--- config.mk ---
export PLATFORM = sky130hd
export DESIGN_NAME = toeplitz_wordbuf
export DESIGN_NICKNAME = d
export VERILOG_FILES = /design/src/rtl/toeplitz_pkg.sv /design/src/rtl/toeplitz_blkmem.sv /design/src/rtl/toeplitz_wordbuf.sv
export SDC_FILE = /design/constraint.sdc
export NUM_CORES = 1
export LEC_CHECK = 0
export BUFFER_PORTS_ARGS = -buffer_cell sky130_fd_sc_hd__buf_2
export CORE_MARGIN = 3
export CORE_UTILIZATION = 40
export CTS_CLUSTER_SIZE = 30
export DETAILED_ROUTE_END_ITERATION = 7
export GPL_ROUTABILITY_DRIVEN = 0
export MAX_ROUTING_LAYER = met4
export PLACE_DENSITY_LB_ADDON = 0.2
export SETUP_SLACK_MARGIN = 0.05
export SLEW_MARGIN = 20
export SYNTH_ARGS = -nofsm -noshare
export SYNTH_HDL_FRONTEND = slang
export SYNTH_SLANG_ARGS = --single-unit
--- constraint.sdc ---
create_clock -name clk -period 4.24 [get_ports clk]
set_input_delay 0.424 -clock clk [delete_from_list [all_inputs] [get_ports clk]]
set_output_delay 0.424 -clock clk [all_outputs]
set_load 0.02 [all_outputs]
--- src/rtl/toeplitz_pkg.sv ---
// Shared definitions for the Toeplitz extractor datapath: default widths, block/word types
// and a small index-width helper used by the extractor, the serializer and the word buffer.
package toeplitz_pkg;

    localparam int unsigned BS_DEFAULT = 64;
    localparam int unsigned L_DEFAULT  = 128;
    localparam int unsigned W          = L_DEFAULT / BS_DEFAULT;

    typedef logic [BS_DEFAULT-1:0] word_t;
    typedef logic [L_DEFAULT-1:0]  block_t;

    // Width of an index that ranges over 0..n-1; never narrower than one bit.
    function automatic int unsigned idx_width(input int unsigned n);
        return (n <= 1) ? 1 : $clog2(n);
    endfunction

endpackage

--- src/rtl/toeplitz_blkmem.sv ---
// DEPTH x L register file: one synchronous write port, one asynchronous block-wide read port.
// Contents are not reset; validity is tracked by the owner's pointers.
module toeplitz_blkmem
    import toeplitz_pkg::*;
#(
    parameter int unsigned L     = L_DEFAULT,
    parameter int unsigned DEPTH = 4,
    parameter int unsigned AW    = idx_width(DEPTH)
) (
    input  logic          clk,
    input  logic          we,
    input  logic [AW-1:0] waddr,
    input  logic [L-1:0]  wdata,
    input  logic [AW-1:0] raddr,
    output logic [L-1:0]  rdata
);

    logic [L-1:0] mem [DEPTH];

    always_ff @(posedge clk) begin
        if (we) begin
            mem[waddr] <= wdata;
        end
    end

    assign rdata = mem[raddr];

endmodule

--- src/rtl/toeplitz_wordbuf.sv ---
// Block-capturing output buffer for the Toeplitz extractor: queues up to DEPTH L-bit blocks and
// drains them MS word first over valid/ready. Define TOEPLITZ_OVF_CNT_EN to add ovf_cnt.
module toeplitz_wordbuf
    import toeplitz_pkg::*;
#(
    parameter int unsigned BS    = BS_DEFAULT,
    parameter int unsigned L     = L_DEFAULT,
    parameter int unsigned DEPTH = 4
) (
    input  logic                       clk,
    input  logic                       reset,
    input  logic [L-1:0]               q,
    input  logic                       qstrobe,
    output logic [BS-1:0]              dout,
    output logic                       dvalid,
    input  logic                       dready,
    output logic [$clog2(DEPTH+1)-1:0] level,
`ifdef TOEPLITZ_OVF_CNT_EN
    output logic                       ovf,
    output logic [15:0]                ovf_cnt
`else
    output logic                       ovf
`endif
);

    localparam int unsigned NUM_WORDS = L / BS;
    localparam int unsigned AW        = idx_width(DEPTH);
    localparam int unsigned IW        = idx_width(NUM_WORDS);
    localparam int unsigned LW        = $clog2(DEPTH + 1);

    logic [AW-1:0] wp_q, wp_d;
    logic [AW-1:0] rp_q, rp_d;
    logic [IW-1:0] widx_q, widx_d;
    logic [LW-1:0] level_q, level_d;
    logic          ovf_q, ovf_d;

    logic          not_empty;
    logic          pop;
    logic          last_pop;
    logic          full;
    logic          accept;
    logic          drop;
    logic [L-1:0]  rd_block;

    toeplitz_blkmem #(
        .L     (L),
        .DEPTH (DEPTH),
        .AW    (AW)
    ) u_blkmem (
        .clk   (clk),
        .we    (accept),
        .waddr (wp_q),
        .wdata (q),
        .raddr (rp_q),
        .rdata (rd_block)
    );

    always_comb begin
        not_empty = (level_q != '0);
        pop       = not_empty && dready;
        last_pop  = pop && (widx_q == IW'(NUM_WORDS - 1));
        full      = (level_q == LW'(DEPTH));
        // A full buffer still takes the block if its head slot frees up this same cycle.
        accept    = qstrobe && (!full || last_pop);
        drop      = qstrobe && !accept;
    end

    always_comb begin
        wp_d    = wp_q;
        rp_d    = rp_q;
        widx_d  = widx_q;
        level_d = level_q;
        ovf_d   = ovf_q | drop;

        if (accept) begin
            wp_d = wp_q + AW'(1);
        end

        if (pop) begin
            if (last_pop) begin
                widx_d = '0;
                rp_d   = rp_q + AW'(1);
            end else begin
                widx_d = widx_q + IW'(1);
            end
        end

        unique case ({accept, last_pop})
            2'b10:   level_d = level_q + LW'(1);
            2'b01:   level_d = level_q - LW'(1);
            default: level_d = level_q;
        endcase
    end

    always_ff @(posedge clk) begin
        if (reset) begin
            wp_q    <= '0;
            rp_q    <= '0;
            widx_q  <= '0;
            level_q <= '0;
            ovf_q   <= 1'b0;
        end else begin
            wp_q    <= wp_d;
            rp_q    <= rp_d;
            widx_q  <= widx_d;
            level_q <= level_d;
            ovf_q   <= ovf_d;
        end
    end

`ifdef TOEPLITZ_OVF_CNT_EN
    logic [15:0] cnt_q, cnt_d;

    always_comb begin
        cnt_d = cnt_q;
        if (drop && (cnt_q != 16'hFFFF)) begin
            cnt_d = cnt_q + 16'd1;
        end
    end

    always_ff @(posedge clk) begin
        if (reset) begin
            cnt_q <= '0;
        end else begin
            cnt_q <= cnt_d;
        end
    end

    assign ovf_cnt = cnt_q;
`endif

    // Word 0 is the most-significant slice of the head block.
    always_comb begin
        dout = '0;
        for (int unsigned i = 0; i < NUM_WORDS; i++) begin
            if (widx_q == IW'(i)) begin
                dout = rd_block[L-1-i*BS -: BS];
            end
        end
    end

    assign dvalid = not_empty;
    assign level  = level_q;
    assign ovf    = ovf_q;

endmodule
Word-level counts from Yosys, hierarchy flattened
Memory sizes are Yosys's and may differ from the RTL's. A register that Yosys moved wholly into a read port is not among the register bits.
Index checks and enable logic that the tools add are counted.
Storage, ports and cells
  flip-flop bits (word level): 9
  RAM bits: 512
  bits of input ports: 132
  output and inout port bits: 69
  word-level logic and storage cells: 32
  memories: 1
Operators by class
  add/sub/neg operators: 5
  equality and inequality tests: 3
  multiplexer cells: 7
  bitwise operators: 1
  reduce and logical (&&, ||, !) cells: 10
Memory list
  u_blkmem.mem: depth 4, bits a word 128, rd ports 1, clocked after Yosys merged registers in 1, wr ports 1, line toeplitz_blkmem.sv:18  | logic [L-1:0] mem [DEPTH];
Operators by type and width (number)
  $mux 64: 1
  $pmux 3 s2: 1
  $add 2x1->2 const B: 2
  $logic_and 1x1->1: 4
  $mux 2: 2
  $add 3x1->3 const B: 1
  $eq 3x3->1 const B: 1
  $mux 1: 3
  $reduce_bool 3->1: 1
  $sub 3x1->3 const B: 1
  $eq 2x1->1 const B: 1
  $eq 2x2->1 const B: 1
  $logic_not 1->1: 2
  $reduce_and 2->1: 1
  $reduce_bool 2->1: 1
  $add 1x1->1 const B: 1
  $logic_or 1x1->1: 1
  $or 1x1->1: 1

Depth between registers and ports, before layout
  word-level depth: 8
  gate-level depth with buffers: 8
  gate-level depth less buffers: 7

By module
From an unflattened synthesis, not the netlist that was laid out.
Second synthesis, totals
  cell total of the unflattened synthesis: 796
  area total of the unflattened synthesis: 19817.8 um^2
Modules (own cells, without submodules)
  toeplitz_blkmem: instances 1, cells an instance 672, area each 18602.8 um^2, sequential area each 15374.7 um^2
  toeplitz_wordbuf: instances 1, cells an instance 124, area each 1214.9 um^2, sequential area each 180.2 um^2

Worst setup path after synthesis
OpenSTA, ideal clock, no wires.
  kind: register -> register
  from: register level_q[0] (netlist: level[0])
  to: memory u_blkmem.mem[1][0] (netlist bit) (enable)
  setup time: 0.502 ns
  data arrival time: 4.015 ns
  data required time: 3.738 ns
  setup slack: -0.278 ns
  cell stages (with the launch flop): 4
  path buffers: 0
  clock period less this slack: 4.518 ns
  cells stage by stage: dfxtp_1 nor2_1 a31oi_1 and2_1
On the way
  cells in the longest elaborated chain, start to end: 7
  elaborated cells between the ends (all ways): 9
  those cells by class: eq/ne (1); mux (2); reduce/logical (6)
Ends and longest elaborated chain
  start, declared: line toeplitz_wordbuf.sv:34  | logic [LW-1:0] level_q, level_d;
  start signal, assigned: line toeplitz_wordbuf.sv:106  | level_q <= level_d;
  $reduce_bool 3->1: line toeplitz_wordbuf.sv:59  | not_empty = (level_q != '0);
  $logic_and 1x1->1: line toeplitz_wordbuf.sv:60  | pop = not_empty && dready;
  $logic_and 1x1->1: line toeplitz_wordbuf.sv:61  | last_pop = pop && (widx_q == IW'(NUM_WORDS - 1));
  $logic_or 1x1->1 (*): line toeplitz_wordbuf.sv:64  | accept = qstrobe && (!full || last_pop);
  $logic_and 1x1->1 (*): line toeplitz_wordbuf.sv:64
  $mux 1 (*): line toeplitz_blkmem.sv:21  | if (we) begin
  $mux 1 (implied by the code) (*): line toeplitz_blkmem.sv:22  | mem[waddr] <= wdata;
  end, declared: line toeplitz_blkmem.sv:18
Every way passes the cells marked *; elsewhere a longest branch is shown, timed or not.

==> impl_metrics.toml <==
[run_status]
status = "finished clean"

[clock_network]
clock_path_buffers = 3
cts_max_level = 2
clk_latency_ns = 0.58
cts_setup_buffers = 0
postCtsHoldBufs = 0
cts_tree = "built"
cts_resized = 0
clk_pin_slew_ns = 0.06
cts-root-buf = "clkbuf_16"
clkSinkCount = 523
cts_made_buffers = 54

[power]
combPwrFrac_pct = 16.3
p_int_w = 0.0100
seqPwrFrac_pct = 47.5
clkPwrFrac_pct = 36.2
p_leak_nw = 7.64
powerDensity_nw_per_um2 = 565
p_sw_w = 0.00329
irDropWorstVdd_mv = 0.374
netSwitchingFraction_pct = 24.7

[timing]
finalSetupViolCount = 0
final-hold-violation-count = 0
rsz0062_at_grt = "no"
clock_skew_ns = 0.0128
setup-tns-final_ns = 0
worst_pin_slew_ns = 0.859
layout_min_cycle_time_ns = 3.28
max_freq_mhz = 305
period_share_pct = 77.3
slew_viol_final = 0
max-slew-margin-rel_pct = 42.7

[logic_synthesis]
ys_seq_elements = 523
avgSynthCellArea_um2 = 24.6
synth_warnings = 0
ys_seq_area_share_pct = 78.8
syn_inst = 803
synthArstFlopShare_pct = 0
yosysTopAreaCell = "edfxtp_1"
yosys-top-cells-area = "edfxtp_1 78%, mux4_2 15%, mux2_2 3.7%"
netlist_area_um2 = 19800
yosysUniqueCellTypes = 32
synth_edf_count = 512
netlist.area_leader.share_pct = 77.7
synthesis.nets = 940
synth_ff_type = "edfxtp_1"

[die]
die_x_um = 228
core_area_um2 = 48200
dieArea_um2 = 52200
die_y_um = 228
num_rows = 80
io_pins = 201
start_util_pct = 41.0

[grt]
gr-usage-all-layers_pct = 15.4
grt_pass1_wl_um = 59300
antenna_found_initial = 10
grt_overflow = 0
grt_max_degree = 72
grt_pass1_vias = 9687

[worst_setup_path]
path_class = "reg -> out"
rrSetupSlack_ns = 1.42
cp-end-kind = "primary output"
critPathArrivalTime_ns = 2.85
cp-start-kind = "flop"
cp.required_ns = 3.82
crit_fanout = 33

[place]
port-buffer-count = 200
hpwl_um = 22300
dp_cells = 1643

[final_layout]
area_growth_pct = 19.1
fin_cells = 1756
drive_gt1_share_pct = 46.1
final_nets = 1180

[routing]
drt-total-wl_um = 38500
vias = 8850
firstDrtPassIters = 4
drt_first_iter_violations = 576
ant_nets = 0
wl_per_cell_um = 22.0
avgViaCountPerCell = 5.04
drc = 0

[min_path]
hold_path_class = "in -> reg"

[job]
maxCapViolCount = 0
## power groups by stage
| stage | registers [W] | logic [W] | clock network (W) |
|---|---|---|---|
| finish | 0.00632 | 0.00217 | 0.00483 |
| global route | 0.00636 | 0.00235 | 0.00519 |
| CTS | 0.00633 | 0.00224 | 0.00497 |
| detailed placement | 0.00644 | 0.00223 | 0 |
| global placement | 0.00642 | 0.00223 | 0 |
| floorplan | 0.00635 | 0.00155 | 0 |
## synthesized netlist by cell type, drive strengths merged (2+ instances only)
| library cell | number |
|---|---|
| nand2 | 4 |
| inv | 6 |
| nand4 | 2 |
| xor2 | 2 |
| ha | 4 |
| buf | 27 |
| and2 | 4 |
| o21ai | 2 |
| clkbuf | 10 |
| edfxtp | 512 |
| a21oi | 3 |
| mux2 | 65 |
| or3 | 2 |
| mux4 | 128 |
| nor2 | 8 |
| dfxtp | 11 |
## cells by family after synthesis
kind of cell	count (synthesis)	synth area share (%)
xor+xnor	3	0.133
fa+ha+maj	5	0.354
simple gates	23	0.588
buf+inv	43	1.34
compound gates	12	0.411
flops	523	78.8
mux	194	18.3
## per-stage QoR
step / util [%] / area, um^2 / hold WS [ns] / total power (W) / setup WS (ns)
6_report: 48.8 / 23600 / 0.0488 / 0.0133 / 0.962
5_1_grt: 48.8 / 23600 / 0.0276 / 0.0139 / 0.738
4_1_cts: 48.8 / 23500 / 0.000954 / 0.0135 / 0.810
3_5_place_dp: 45.0 / 21700 / 0.523 / 0.00867 / 1.32
3_3_place_gp: 45.0 / 21700 / 0.498 / 0.00865 / 1.38
2_1_floorplan: - / 19800 / 0.485 / 0.00790 / 1.13
## final timing paths
check        cells past startpoint                  end   start
min                              1  u_blkmem.mem[3][77]   q[77]
max                              4             dout[19]    flop
max reg2reg                      4   u_blkmem.mem[1][9]  widx_q
min reg2reg                      2                  ovf     ovf
## area by class of cell
| type | instances | area (um^2) |
|---|---|---|
| diodes | 11 | 27.5 |
| clock buffers | 67 | 1460 |
| clock inverters | 35 | 379 |
| fillers | 4000 | 24700 |
| inverters | 6 | 22.5 |
| multi-input cells | 237 | 3930 |
| flip-flops and latches | 523 | 15600 |
| well taps | 656 | 821 |
| repair buffers | 221 | 1310 |
## registers in the layout, summed over array words and instances (netlist names), named ones only
register      count
level             3
wp_q              2
widx_q            1
u_blkmem.mem    512
rp_q              2
ovf               1
## cell usage in the layout, fill, tap and decap left out, drive strengths merged, types with 2 or more instances in the layout
cell type / netlist / routed
a21oi: 3 / 3
and2: 4 / 4
buf: 27 / 221
bufinv: 0 / 8
clkbuf: 10 / 67
clkinv: 0 / 23
clkinvlp: 0 / 4
dfxtp: 11 / 11
diode: 0 / 11
edfxtp: 512 / 512
ha: 4 / 4
inv: 6 / 6
mux2: 65 / 65
mux4: 128 / 128
nand2: 4 / 4
nand4: 2 / 2
nor2: 8 / 8
o21ai: 2 / 2
or3: 2 / 2
xor2: 2 / 2
## worst max-delay path, cell delays in order (launching register included)
cell and delay, ns:
dfxtp_4 0.83, buf_4 0.44, mux4_2 0.56, mux2_2 0.27, buf_2 0.16
## layer usage
metal | share of wire (%) | track usage (%) | vias to the layer above
li1 | - | - | 3950
met2 | 49 | 24.7 | 226
met5 | 0 | - | -
met4 | 1.8 | 4.18 | 0
met1 | 42 | 19.1 | 4618
met3 | 7.4 | 4.64 | 56
Note: power is estimated with default switching activity, not from simulation.
